--- src/rtl/cgra_cfg_pkg.sv ---
// Shared types for the CGRA configuration sequencer.
//   cfg_state_t : sequencer state encoding (2 bits)
//   cfg_entry_t : one buffered configuration word {last, addr, data}
//   CFG_ADDR_W / CFG_DATA_W : default config address/data widths
package cgra_cfg_pkg;

  localparam int CFG_ADDR_W = 32;
  localparam int CFG_DATA_W = 32;

  typedef enum logic [1:0] {
    IDLE   = 2'd0,
    LOAD   = 2'd1,
    SETTLE = 2'd2,
    RUN    = 2'd3
  } cfg_state_t;

  typedef struct packed {
    logic                  last;
    logic [CFG_ADDR_W-1:0] addr;
    logic [CFG_DATA_W-1:0] data;
  } cfg_entry_t;

endpackage

--- src/rtl/cgra_config_sequencer_fifo.sv ---
// Synchronous word FIFO with flush, used to buffer host configuration words.
// Ports:
//   clk_in, reset_in : clock, asynchronous active-high reset
//   flush            : empties the FIFO on the next edge (wins over push/pop)
//   push, wdata      : write request and data (ignored when full)
//   pop, rdata       : read request (ignored when empty); rdata shows the head
//   full, empty      : occupancy flags from pointer-plus-wrap-bit compare
//   count            : current number of entries
module cfg_word_fifo
#(
  parameter int DEPTH = 4,
  parameter int WIDTH = 65
) (
  input  logic                     clk_in,
  input  logic                     reset_in,
  input  logic                     flush,
  input  logic                     push,
  input  logic                     pop,
  input  logic [WIDTH-1:0]         wdata,
  output logic [WIDTH-1:0]         rdata,
  output logic                     full,
  output logic                     empty,
  output logic [$clog2(DEPTH):0]   count
);

  localparam int PW = $clog2(DEPTH);
  localparam logic [PW:0] PTR_ONE = (PW + 1)'(1);

  logic [WIDTH-1:0] mem [DEPTH];
  logic [PW:0]      wr_ptr;
  logic [PW:0]      rd_ptr;
  logic             do_push;
  logic             do_pop;

  // Same index with differing wrap bits means the writer has lapped the reader.
  assign empty   = (wr_ptr == rd_ptr);
  assign full    = (wr_ptr[PW] != rd_ptr[PW]) && (wr_ptr[PW-1:0] == rd_ptr[PW-1:0]);
  assign count   = wr_ptr - rd_ptr;
  assign do_push = push && !full;
  assign do_pop  = pop && !empty;
  assign rdata   = mem[rd_ptr[PW-1:0]];

  always_ff @(posedge clk_in or posedge reset_in) begin
    if (reset_in) begin
      wr_ptr <= '0;
      rd_ptr <= '0;
    end else if (flush) begin
      wr_ptr <= '0;
      rd_ptr <= '0;
    end else begin
      if (do_push) wr_ptr <= wr_ptr + PTR_ONE;
      if (do_pop)  rd_ptr <= rd_ptr + PTR_ONE;
    end
  end

  always_ff @(posedge clk_in) begin
    if (do_push) mem[wr_ptr[PW-1:0]] <= wdata;
  end

endmodule

--- src/rtl/cgra_config_sequencer.sv ---
// Sequences a configuration bitstream from a host valid/ready stream into the
// CGRA fabric, one word per cycle, then waits a settle interval and raises run.
// Ports:
//   clk_in, reset_in            : clock, asynchronous active-high reset
//   start_in, abort_in          : begin a load / return to idle and flush
//   cfg_valid_in, cfg_ready_out : host word handshake
//   cfg_addr_in, cfg_data_in    : host word, cfg_last_in marks the final word
//   config_addr_out/_data_out   : word presented to the fabric
//   config_en_out               : fabric write strobe, one cycle per word
//   busy_out, run_out           : loading/settling, configuration complete
//   word_count_out              : saturating count of words applied
//   err_out                     : sticky stray-word / discarded-word flag
//
// state  | meaning
// IDLE   | waiting for start, host stream not accepted
// LOAD   | accepting host words and applying them to the fabric
// SETTLE | last word applied, counting down the settle interval
// RUN    | configuration complete, fabric may run
module cgra_config_sequencer
  import cgra_cfg_pkg::*;
#(
  parameter int ADDR_W        = CFG_ADDR_W,
  parameter int DATA_W        = CFG_DATA_W,
  parameter int FIFO_DEPTH    = 4,
  parameter int SETTLE_CYCLES = 8,
  parameter int CNT_W         = 16
) (
  input  logic              clk_in,
  input  logic              reset_in,
  input  logic              start_in,
  input  logic              abort_in,
  input  logic              cfg_valid_in,
  output logic              cfg_ready_out,
  input  logic [ADDR_W-1:0] cfg_addr_in,
  input  logic [DATA_W-1:0] cfg_data_in,
  input  logic              cfg_last_in,
  output logic [ADDR_W-1:0] config_addr_out,
  output logic [DATA_W-1:0] config_data_out,
  output logic              config_en_out,
  output logic              busy_out,
  output logic              run_out,
  output logic [CNT_W-1:0]  word_count_out,
  output logic              err_out
);

  localparam int ENTRY_W = 1 + ADDR_W + DATA_W;
  localparam int FPW     = $clog2(FIFO_DEPTH);
  localparam int SW      = (SETTLE_CYCLES > 1) ? $clog2(SETTLE_CYCLES) : 1;
  localparam logic [SW-1:0]    SETTLE_LOAD = SW'(SETTLE_CYCLES - 1);
  localparam logic [SW-1:0]    SETTLE_ONE  = SW'(1);
  localparam logic [FPW:0]     FIFO_ONE    = (FPW + 1)'(1);
  localparam logic [CNT_W-1:0] CNT_ONE     = CNT_W'(1);

  cfg_state_t state;
  cfg_state_t state_next;

  logic [ENTRY_W-1:0] fifo_wdata;
  logic [ENTRY_W-1:0] fifo_rdata;
  logic [FPW:0]       fifo_count;
  logic               fifo_full;
  logic               fifo_empty;
  logic               fifo_push;
  logic               fifo_pop;
  logic               fifo_flush;
  logic               head_last;
  logic [ADDR_W-1:0]  head_addr;
  logic [DATA_W-1:0]  head_data;
  logic               start_take;
  logic               last_pop;
  logic               discard;
  logic               stray_word;
  logic [SW-1:0]      settle_cnt;

  assign head_last = fifo_rdata[ENTRY_W-1];
  assign head_addr = fifo_rdata[DATA_W +: ADDR_W];
  assign head_data = fifo_rdata[DATA_W-1:0];
  assign fifo_wdata = {cfg_last_in, cfg_addr_in, cfg_data_in};

  assign start_take    = start_in && !abort_in && ((state == IDLE) || (state == RUN));
  assign cfg_ready_out = (state == LOAD) && !fifo_full;
  assign fifo_push     = cfg_valid_in && cfg_ready_out;
  // An abort cycle applies nothing, so the word count freezes where it was.
  assign fifo_pop      = (state == LOAD) && !fifo_empty && !abort_in;
  assign last_pop      = fifo_pop && head_last;
  // Anything queued behind the last word, or arriving with it, is dropped.
  assign discard       = last_pop && ((fifo_count > FIFO_ONE) || fifo_push);
  assign stray_word    = cfg_valid_in && ((state == IDLE) || (state == RUN));
  assign fifo_flush    = abort_in || start_take || last_pop;

  assign busy_out = (state == LOAD) || (state == SETTLE);
  assign run_out  = (state == RUN);

  cfg_word_fifo #(
    .DEPTH (FIFO_DEPTH),
    .WIDTH (ENTRY_W)
  ) u_fifo (
    .clk_in   (clk_in),
    .reset_in (reset_in),
    .flush    (fifo_flush),
    .push     (fifo_push),
    .pop      (fifo_pop),
    .wdata    (fifo_wdata),
    .rdata    (fifo_rdata),
    .full     (fifo_full),
    .empty    (fifo_empty),
    .count    (fifo_count)
  );

  always_ff @(posedge clk_in or posedge reset_in) begin
    if (reset_in) state <= IDLE;
    else          state <= state_next;
  end

  always_comb begin
    state_next = state;
    if (abort_in) begin
      state_next = IDLE;
    end else begin
      case (state)
        IDLE:    if (start_in) state_next = LOAD;
        LOAD:    if (last_pop) state_next = SETTLE;
        SETTLE:  if (settle_cnt == '0) state_next = RUN;
        RUN:     if (start_in) state_next = LOAD;
        default: state_next = IDLE;
      endcase
    end
  end

  always_ff @(posedge clk_in or posedge reset_in) begin
    if (reset_in) begin
      settle_cnt <= '0;
    end else if ((state == LOAD) && (state_next == SETTLE)) begin
      settle_cnt <= SETTLE_LOAD;
    end else if ((state == SETTLE) && (settle_cnt != '0)) begin
      settle_cnt <= settle_cnt - SETTLE_ONE;
    end
  end

  always_ff @(posedge clk_in or posedge reset_in) begin
    if (reset_in) begin
      config_addr_out <= '0;
      config_data_out <= '0;
      config_en_out   <= 1'b0;
      word_count_out  <= '0;
      err_out         <= 1'b0;
    end else begin
      config_en_out <= fifo_pop;
      if (fifo_pop) begin
        config_addr_out <= head_addr;
        config_data_out <= head_data;
      end
      if (start_take) begin
        word_count_out <= '0;
      end else if (fifo_pop && (word_count_out != '1)) begin
        word_count_out <= word_count_out + CNT_ONE;
      end
      if (start_take)                err_out <= 1'b0;
      else if (stray_word || discard) err_out <= 1'b1;
    end
  end

endmodule

--- config.mk ---
export PLATFORM = sky130hd
export DESIGN_NAME = cgra_config_sequencer
export DESIGN_NICKNAME = d
export VERILOG_FILES = /design/src/rtl/cgra_cfg_pkg.sv /design/src/rtl/cgra_config_sequencer_fifo.sv /design/src/rtl/cgra_config_sequencer.sv
export SDC_FILE = /design/constraint.sdc
export NUM_CORES = 1
export LEC_CHECK = 0
export ABC_AREA = 0
export BUFFER_PORTS_ARGS = -buffer_cell sky130_fd_sc_hd__buf_2
export CORE_MARGIN = 5
export CORE_UTILIZATION = 44
export CTS_CLUSTER_SIZE = 16
export DETAILED_ROUTE_END_ITERATION = 8
export SLEW_MARGIN = 10
export SYNTH_ARGS = -nofsm -noshare
export SYNTH_HDL_FRONTEND = slang
export SYNTH_HIERARCHICAL = 1
export SYNTH_SLANG_ARGS = --single-unit
--- constraint.sdc ---
create_clock -name clk_in -period 4.4 [get_ports clk_in]
set_input_delay 0.88 -clock clk_in [delete_from_list [all_inputs] [get_ports clk_in]]
set_output_delay 0.88 -clock clk_in [all_outputs]
set_load 0.02 [all_outputs]
==> results of run 1 <==
## metrics by stage
stage	instance area (um2)	setup slack [ns]	cells
2_1_floorplan	13600	0.520	676
3_3_place_gp	14900	1.34	1209
3_5_place_dp	14900	1.08	1209
4_1_cts	16000	1.07	1277
5_1_grt	16000	0.781	1277
6_report	16000	1.10	1278
## worst paths after layout
path	startpoint	endpoint	slack [ns]	cells past startpoint
min	reset_in	u_fifo/wr_ptr[0]$_DFFE_PP0P_	0.35	2
max	u_fifo/wr_ptr[0]$_DFFE_PP0P_	u_fifo/mem[3][31]$_DFFE_PP_	1.10	9
min in group clk_in	config_addr_out[0]$_DFFE_PP0P_	config_addr_out[0]$_DFFE_PP0P_	0.50	1
min reg2reg	config_addr_out[0]$_DFFE_PP0P_	config_addr_out[0]$_DFFE_PP0P_	0.50	1
max in group asynchronous	reset_in	config_data_out[5]$_DFFE_PP0P_	2.91	3
max reg2reg	u_fifo/wr_ptr[0]$_DFFE_PP0P_	u_fifo/mem[3][31]$_DFFE_PP_	1.10	9
## layout make-up
type	instances	share of cell area [%]
Antenna cell	1	0.0156
Clock buffer	53	6.55
Clock inverter	15	0.633
Inverter	14	0.344
Multi-Input combinational cell	281	20.4
Sequential cell	353	63.3
Tap cell	396	3.09
Timing Repair Buffer	165	5.64
## state kept, by name, summed over array words and instances (netlist names), 2 cells and up
signal	flops
u_fifo/rd_ptr	3
word_count_out	16
config_data_out	32
state	2
settle_cnt	3
config_addr_out	32
u_fifo/mem	260
u_fifo/wr_ptr	3
## where the power goes
part / switching [mW] / internal [mW] / leakage, nW
clock: 1.18 / 1.72 / 0.567
sequential: 0.104 / 3.82 / 3.60
combinational: 0.486 / 0.329 / 1.85
## routing by layer
metal	GRT usage [%]	up-vias	part of all wire [%]
li1	-	3048	-
met1	21.7	3487	43
met2	26.1	171	50
met3	3.42	33	6.1
met4	3.50	6	1.3
met5	0	-	0.13
## worst max-delay path: cells and delay by family, from the launching register on
kind,cells,cell delay [ns]
AO/OA/AOI/OAI,1,0.24
buffers and inverters,2,0.48
flip-flops,1,0.44
AND/OR/NAND/NOR,5,1.44
adder cells (fa/ha/maj),1,0.37
==> flow_metrics.env, run 1 <==
export IMPL_final_cell_mix="edfxtp_1 (260), buf_2 (154), dfrtp_1 (91), mux4_2 (65), mux2_2 (64)"
export IMPL_portBuffers=154
export IMPL_wirelength_um=26600
export IMPL_grt_first_pass_wirelength_um=42100
export IMPL_dr_first_iter_drc_count=375
export IMPL_area_growth_pct=17.8
export IMPL_fin_crit_sh_pct=75.0
export IMPL_critPathMaxFanout=35
export IMPL_grt_util_all_layers_pct=15.7
export IMPL_rsz0062_at_grt="no"
export IMPL_syn_area_per_cell_um2=20.1
export IMPL_grt_ovfl_total=0
export IMPL_grt_pass1_vias=7345
export IMPL_drt_pass1_iter_count=5
export IMPL_multi_input_area_mm2=0.00327
export IMPL_netlist_area_mm2=0.0136
export IMPL_finalSetupTns_ns=0
export IMPL_criticalPathCategory="reg2reg"
export IMPL_fin_crit_ns=3.30
export IMPL_hpwl_um=16900
export IMPL_cts_sinks=353
export IMPL_fmax_mhz=303
export IMPL_power_mw=7.63
export IMPL_seq_area_mm2=0.0101
export IMPL_cts_hold_buffers=0
export IMPL_final_util_pct=52.4
export IMPL_via_per_inst=5.28
export IMPL_finalClockSkew_ns=0.0152
export IMPL_num_io_pins=155
export IMPL_numCtsBuffers=37
export IMPL_ctsLongestPathBuffers=3
export IMPL_worst_setup_path_start_kind="flop"
export IMPL_final_hold_violation_count=0
export IMPL_start_util_pct=44.5
export IMPL_p_per_area_mw_per_mm2=477
export IMPL_place_gp_congestion=0.821
export IMPL_cpMaxStageDelayCell="and2_4"
export IMPL_maxSlewHeadroom_pct=32.7
export IMPL_row_count=64
export IMPL_synthCells=676
export IMPL_antenna_found_initial=3
export IMPL_final_common_cell="edfxtp_1"
export IMPL_arrival_ns=3.48
export IMPL_dr_total_vias=6745
export IMPL_setup_viol=0
export IMPL_cts_htree_levels=2
export IMPL_postCtsSetupBuffers=0
export IMPL_power_leakage_nw=6.02
export IMPL_path_cells="inv_1 > ha_1 > nand2_1 > nor2_1 > nor2_1 > and2_1 > o21a_1 > and2_4 > buf_4"
export IMPL_drc=0
export IMPL_syn_num_nets=761
export IMPL_hp_class="in2async"
export IMPL_cts_tree="done"
export IMPL_ir_worst_vdd_mv=0.263
export IMPL_die_h_um=186
export IMPL_final_nets=937
export IMPL_coreArea_mm2=0.0306
export IMPL_drv_cap=0
export IMPL_grt_start_max_net_pins=80
export IMPL_clk_pin_slew_ns=0.06
export IMPL_status="completed"
export IMPL_finalMaxSlewViolations=0
export IMPL_layout_drive_gt1_share_pct=40.5
export IMPL_tightestPinTransition_ns=1.01
export IMPL_critPathMaxStageDelay_ns=0.53
export IMPL_root_buffer="clkbuf_16"
export IMPL_post_cts_resize_count=0
export IMPL_cp_common_cell="nor2_1"
export IMPL_whs_ns=0.346
export IMPL_wl_per_cell_um=20.8
export IMPL_end_kind="flop"
export IMPL_final_fill_count=2464
export IMPL_ant_nets=0
export IMPL_die_area_mm2=0.0345
export IMPL_yosysWarnings=6
export IMPL_worstPathRequired_ns=4.58
export IMPL_clk_insertion_delay_late_ns=0.51
export IMPL_fp_dieW_um=186
Note: power is estimated with default switching activity, not from simulation.
==> inputs of run 2 (changes only) <==
--- a/config.mk
+++ b/config.mk
@@ -5,7 +5,7 @@
 export SDC_FILE = /design/constraint.sdc
 export NUM_CORES = 1
 export LEC_CHECK = 0
-export ABC_AREA = 0
+export ABC_AREA = 1
 export BUFFER_PORTS_ARGS = -buffer_cell sky130_fd_sc_hd__buf_2
 export CORE_MARGIN = 5
 export CORE_UTILIZATION = 44
==> constraint.sdc (replaced) <==
create_clock -name clk_in -period 3.35 [get_ports clk_in]
set_input_delay 0.67 -clock clk_in [delete_from_list [all_inputs] [get_ports clk_in]]
set_output_delay 0.67 -clock clk_in [all_outputs]
set_load 0.02 [all_outputs]
==> flow_metrics.env, run 2 <==
export IMPL_fin_crit_ns=2.71
export IMPL_finalMaxSlewViolations=0
export IMPL_fp_dieW_um=192
export IMPL_path_cells="inv_1 > ha_1 > nand2_1 > inv_2 > nand3_2 > inv_2 > nor2_4 > nand2_1 > inv_1 > nand2_2 > nor2_4 > buf_4"
export IMPL_post_cts_resize_count=0
export IMPL_finalClockSkew_ns=0.0131
export IMPL_final_common_cell="nand2_1"
export IMPL_ant_nets=0
export IMPL_whs_ns=0.134
export IMPL_clk_insertion_delay_late_ns=0.52
export IMPL_ctsLongestPathBuffers=3
export IMPL_maxSlewHeadroom_pct=43.9
export IMPL_root_buffer="clkbuf_16"
export IMPL_row_count=66
export IMPL_final_fill_count=2788
export IMPL_comb_power_share_pct=7.5
export IMPL_num_io_pins=155
export IMPL_yosysWarnings=6
export IMPL_dr_total_vias=9185
export IMPL_netlist_area_mm2=0.0146
export IMPL_arrival_ns=2.86
export IMPL_ir_worst_vdd_mv=0.377
export IMPL_fin_crit_sh_pct=81.0
export IMPL_wl_per_cell_um=17.8
export IMPL_grt_util_all_layers_pct=17.5
export IMPL_seqPwrFrac_pct=51.3
export IMPL_cts_sinks=353
export IMPL_crit_family="buffers and inverters"
export IMPL_drt_pass1_iter_count=4
export IMPL_largest_reg_flops=260
export IMPL_hpwl_um=19300
export IMPL_grt_pass1_vias=9200
export IMPL_swShare_pct=22.9
export IMPL_place_gp_congestion=0.825
export IMPL_start_util_pct=44.7
export IMPL_final_hold_violation_count=0
export IMPL_cpMaxStageDelayCell="buf_4"
export IMPL_grt_start_max_net_pins=73
export IMPL_finalSetupTns_ns=0
export IMPL_grt_ovfl_total=0
export IMPL_worstPathRequired_ns=3.49
export IMPL_fmax_mhz=368
export IMPL_final_cell_mix="nand2_1 (281), edfxtp_1 (260), buf_2 (154), nor2_1 (117), o21ai_0 (110)"
export IMPL_power_leakage_nw=6.93
export IMPL_critPathMaxStageDelay_ns=0.56
export IMPL_cts_htree_levels=2
export IMPL_crit_buf_inv=5
export IMPL_wirelength_um=32100
export IMPL_p_int_mw=7.51
export IMPL_syn_num_nets=1264
export IMPL_tightestPinTransition_ns=0.841
export IMPL_drc=0
export IMPL_dr_first_iter_drc_count=546
export IMPL_worst_setup_path_start_kind="flop"
export IMPL_cts_hold_buffers=0
export IMPL_critPathMaxFanout=41
export IMPL_power_mw=9.74
export IMPL_end_kind="flop"
export IMPL_die_area_mm2=0.0369
export IMPL_grt_first_pass_wirelength_um=50900
export IMPL_via_per_inst=5.09
export IMPL_setup_viol=0
export IMPL_numCtsBuffers=38
export IMPL_postCtsSetupBuffers=0
export IMPL_portBuffers=154
export IMPL_hp_class="in2async"
export IMPL_criticalPathCategory="reg2reg"
export IMPL_rsz0062_at_grt="no"
export IMPL_syn_area_per_cell_um2=12.4
export IMPL_synthCells=1179
export IMPL_clockPowerShare_pct=41.2
export IMPL_area_growth_pct=16.7
export IMPL_layout_drive_gt1_share_pct=24.6
export IMPL_status="completed"
export IMPL_antenna_found_initial=8
export IMPL_final_util_pct=52.2
export IMPL_drv_cap=0
export IMPL_final_nets=1417
export IMPL_p_per_area_mw_per_mm2=572
export IMPL_cts_tree="done"
export IMPL_coreArea_mm2=0.0326
export IMPL_clk_pin_slew_ns=0.06
export IMPL_switching_power_mw=2.23
export IMPL_die_h_um=192
==> run 2: through the flow <==
step                      cells  setup slack, ns  cell area [um2]
after floorplan            1179           0.0456            14600
after global placement     1734            0.725            15800
after detailed placement   1734            0.651            15800
after CTS                  1804            0.625            17000
after global routing       1805            0.426            17000
final                      1805            0.635            17000
==> run 2: layout make-up <==
| type | count | area (um2) | area share (%) |
|---|---|---|---|
| clock inverters | 18 | 140 | 0.824 |
| repair buffers | 173 | 988 | 5.81 |
| diodes | 1 | 2.50 | 0.0147 |
| inverters | 45 | 176 | 1.04 |
| multi-input cells | 721 | 3930 | 23.1 |
| clock buffers | 52 | 1090 | 6.38 |
| flip-flops and latches | 353 | 10100 | 59.6 |
| well taps | 442 | 553 | 3.25 |
==> run 2: path summary, 6_finish.rpt <==
kind                                                      start                               to  slack (ns)  cells past startpoint
min in group clk_in                             cfg_addr_in[12]      u_fifo/mem[1][44]$_DFFE_PP_        0.36                      1
worst min register to register  config_addr_out[12]$_DFFE_PP0P_  config_addr_out[12]$_DFFE_PP0P_        0.47                      2
max in group asynchronous                              reset_in  config_data_out[24]$_DFFE_PP0P_        2.46                      3
worst max-delay path               u_fifo/wr_ptr[0]$_DFFE_PP0P_      u_fifo/mem[3][28]$_DFFE_PP_        0.64                     12
worst min-delay path                                   reset_in     u_fifo/rd_ptr[0]$_DFFE_PP0P_        0.13                      2
worst max register to register     u_fifo/wr_ptr[0]$_DFFE_PP0P_      u_fifo/mem[3][28]$_DFFE_PP_        0.64                     12
==> run 2: worst reg2reg max path: stages, from the launching register on <==
cell	delay, ns
dfrtp_1	0.39
inv_1	0.11
ha_1	0.31
nand2_1	0.09
inv_2	0.04
nand3_2	0.12
inv_2	0.06
nor2_4	0.09
nand2_1	0.08
inv_1	0.14
nand2_2	0.20
nor2_4	0.14
buf_4	0.56
==> run 2: power by group through the flow <==
stage	Sequential [mW]	Combinational, mW	Clock [mW]
floorplan	5.25	0.254	0
global placement	5.08	0.744	0
detailed placement	5.08	0.749	0
CTS	4.99	0.752	4.12
global route	5.01	0.819	4.32
finish	4.99	0.734	4.01
==> run 2: metal layers <==
layer	track usage, %	wire (um)
met4	4.31	578
met1	23.2	14100
met2	29.7	15400
met5	0	82
met3	3.54	1820
==> inputs of run 3 (changes only) <==
==> constraint.sdc (replaced) <==
create_clock -name clk_in -period 2.3 [get_ports clk_in]
set_input_delay 0.46 -clock clk_in [delete_from_list [all_inputs] [get_ports clk_in]]
set_output_delay 0.46 -clock clk_in [all_outputs]
set_load 0.02 [all_outputs]
==> flow_metrics.env, run 3 (synthesis gave the netlist of run 2 again) <==
export IMPL_status="completed"
export IMPL_coreArea_mm2=0.0326
export IMPL_drt_pass1_iter_count=7
export IMPL_fin_crit_ns=2.18
export IMPL_critPathMaxStageDelay_ns=0.50
export IMPL_power_leakage_nw=7.02
export IMPL_placed_cell_area_mm2=0.0160
export IMPL_tightestPinTransition_ns=0.742
export IMPL_rsz0062_at_grt="no"
export IMPL_ir_worst_vdd_mv=0.526
export IMPL_p_per_area_mw_per_mm2=831
export IMPL_largest_reg_flops=260
export IMPL_dr_first_iter_drc_count=554
export IMPL_clk_insertion_delay_late_ns=0.52
export IMPL_cp_common_cell="inv_2"
export IMPL_layout_drive_gt1_share_pct=26.2
export IMPL_cts_htree_levels=2
export IMPL_numCtsBuffers=37
export IMPL_final_cell_mix="nand2_1 (278), edfxtp_1 (260), buf_2 (153), nor2_1 (116), o21ai_0 (110)"
export IMPL_path_cells="ha_4 > nand2_2 > inv_2 > nand3_4 > inv_2 > nor2_4 > nand2_2 > inv_2 > nand2_8 > nor2_4 > buf_12"
export IMPL_drv_cap=0
export IMPL_root_buffer="clkbuf_16"
export IMPL_row_count=66
export IMPL_finalClockSkew_ns=0.0246
export IMPL_wirelength_um=32700
export IMPL_finalMaxSlewViolations=0
export IMPL_worst_setup_path_start_kind="flop"
export IMPL_die_h_um=192
export IMPL_grt_start_max_net_pins=95
export IMPL_grt_pass1_vias=9314
export IMPL_via_per_inst=5.11
export IMPL_final_hold_violation_count=0
export IMPL_num_io_pins=155
export IMPL_setup_worst_path_start="u_fifo/rd_ptr[0]$_DFFE_PP0P_"
export IMPL_grt_util_all_layers_pct=17.7
export IMPL_dr_total_vias=9281
export IMPL_final_nets=1429
export IMPL_whs_path_depth=1
export IMPL_die_area_mm2=0.0369
export IMPL_wl_per_cell_um=18.0
export IMPL_fin_area_mm2=0.0173
export IMPL_final_common_cell="nand2_1"
export IMPL_hp_class="in2reg"
export IMPL_final_fill_count=2778
export IMPL_fin_crit_sh_pct=94.9
export IMPL_hp_start="cfg_addr_in[15]"
export IMPL_cts_tree="done"
export IMPL_r2r_start="u_fifo/rd_ptr[0]$_DFFE_PP0P_"
export IMPL_maxSlewHeadroom_pct=50.5
export IMPL_criticalPathCategory="reg2reg"
export IMPL_ant_nets=0
export IMPL_seq_area_mm2=0.0101
export IMPL_place_gp_congestion=0.801
export IMPL_hpwl_um=19700
export IMPL_worstPathRequired_ns=2.47
export IMPL_portBuffers=154
export IMPL_arrival_ns=2.35
export IMPL_multi_input_area_mm2=0.00399
export IMPL_area_growth_pct=18.5
export IMPL_setup_viol=0
export IMPL_drc=0
export IMPL_crit_buf_inv=4
export IMPL_finalSetupTns_ns=0
export IMPL_path_depth=11
export IMPL_grt_first_pass_wirelength_um=51800
export IMPL_antenna_found_initial=7
export IMPL_start_util_pct=44.7
export IMPL_fmax_mhz=458
export IMPL_grt_ovfl_total=0
export IMPL_reg2reg_depth=11
export IMPL_ctsLongestPathBuffers=3
export IMPL_clk_pin_slew_ns=0.06
export IMPL_critPathMaxFanout=49
export IMPL_crit_family="simple AND/OR/NAND/NOR gates"
export IMPL_fp_dieW_um=192
export IMPL_cpMaxStageDelayCell="dfrtp_4"
export IMPL_end_kind="flop"
export IMPL_cts_sinks=353
-- run 3: final timing paths --
check                      slack (ns)                         endpoint
max                              0.12      u_fifo/mem[2][57]$_DFFE_PP_
max reg2reg                      0.12      u_fifo/mem[2][57]$_DFFE_PP_
min reg2reg                      0.47   config_data_out[6]$_DFFE_PP0P_
min                              0.16      u_fifo/mem[1][47]$_DFFE_PP_
min in group asynchronous        0.50     u_fifo/rd_ptr[1]$_DFFE_PP0P_
max in group asynchronous        1.06  config_data_out[24]$_DFFE_PP0P_
-- run 3: layer usage --
metal  track usage (%)  wire (um)
met1              24.9      14700
met2              28.6      15400
met3              3.85       1940
met4              3.98        546
met5                 0         69
-- run 3: timing repair --
item                       CTS  global route
setup endpoints to repair    1            10
cloned                       0             1
gates resized for setup      4             8
hold buffers                 1             0
hold endpoints to repair     6             0
setup buffers                2             0
-- run 3: power by group --
group	switching, mW	total, mW	leakage [nW]	internal (mW)
clock	2.37	5.99	0.611	3.62
combinational	0.735	1.11	2.81	0.373
sequential	0.127	7.27	3.60	7.14
total	3.23	14.4	7.02	11.1
-- run 3: layout make-up --
cell class | instances | share of cell area, %
Clock inverter | 18 | 1.17
Inverter | 45 | 1.05
Multi-Input combinational cell | 721 | 23.1
Antenna cell | 1 | 0.0145
Timing Repair inverter | 1 | 0.0435
Clock buffer | 49 | 5.97
Timing Repair Buffer | 185 | 6.77
Tap cell | 442 | 3.20
Sequential cell | 353 | 58.7
-- run 3: through the flow --
stage	total power [mW]	util (%)	cells	hold slack [ns]	worst slack (ns)
3_3_place_gp	8.49	48.9	1744	0.449	0.111
3_5_place_dp	8.50	48.9	1744	0.458	0.0317
4_1_cts	14.5	52.8	1813	0.133	0.00568
2_1_floorplan	8.02	-	1179	0.251	-0.681
5_1_grt	14.9	52.9	1814	0.139	0.00175
6_report	14.4	53.0	1815	0.157	0.117
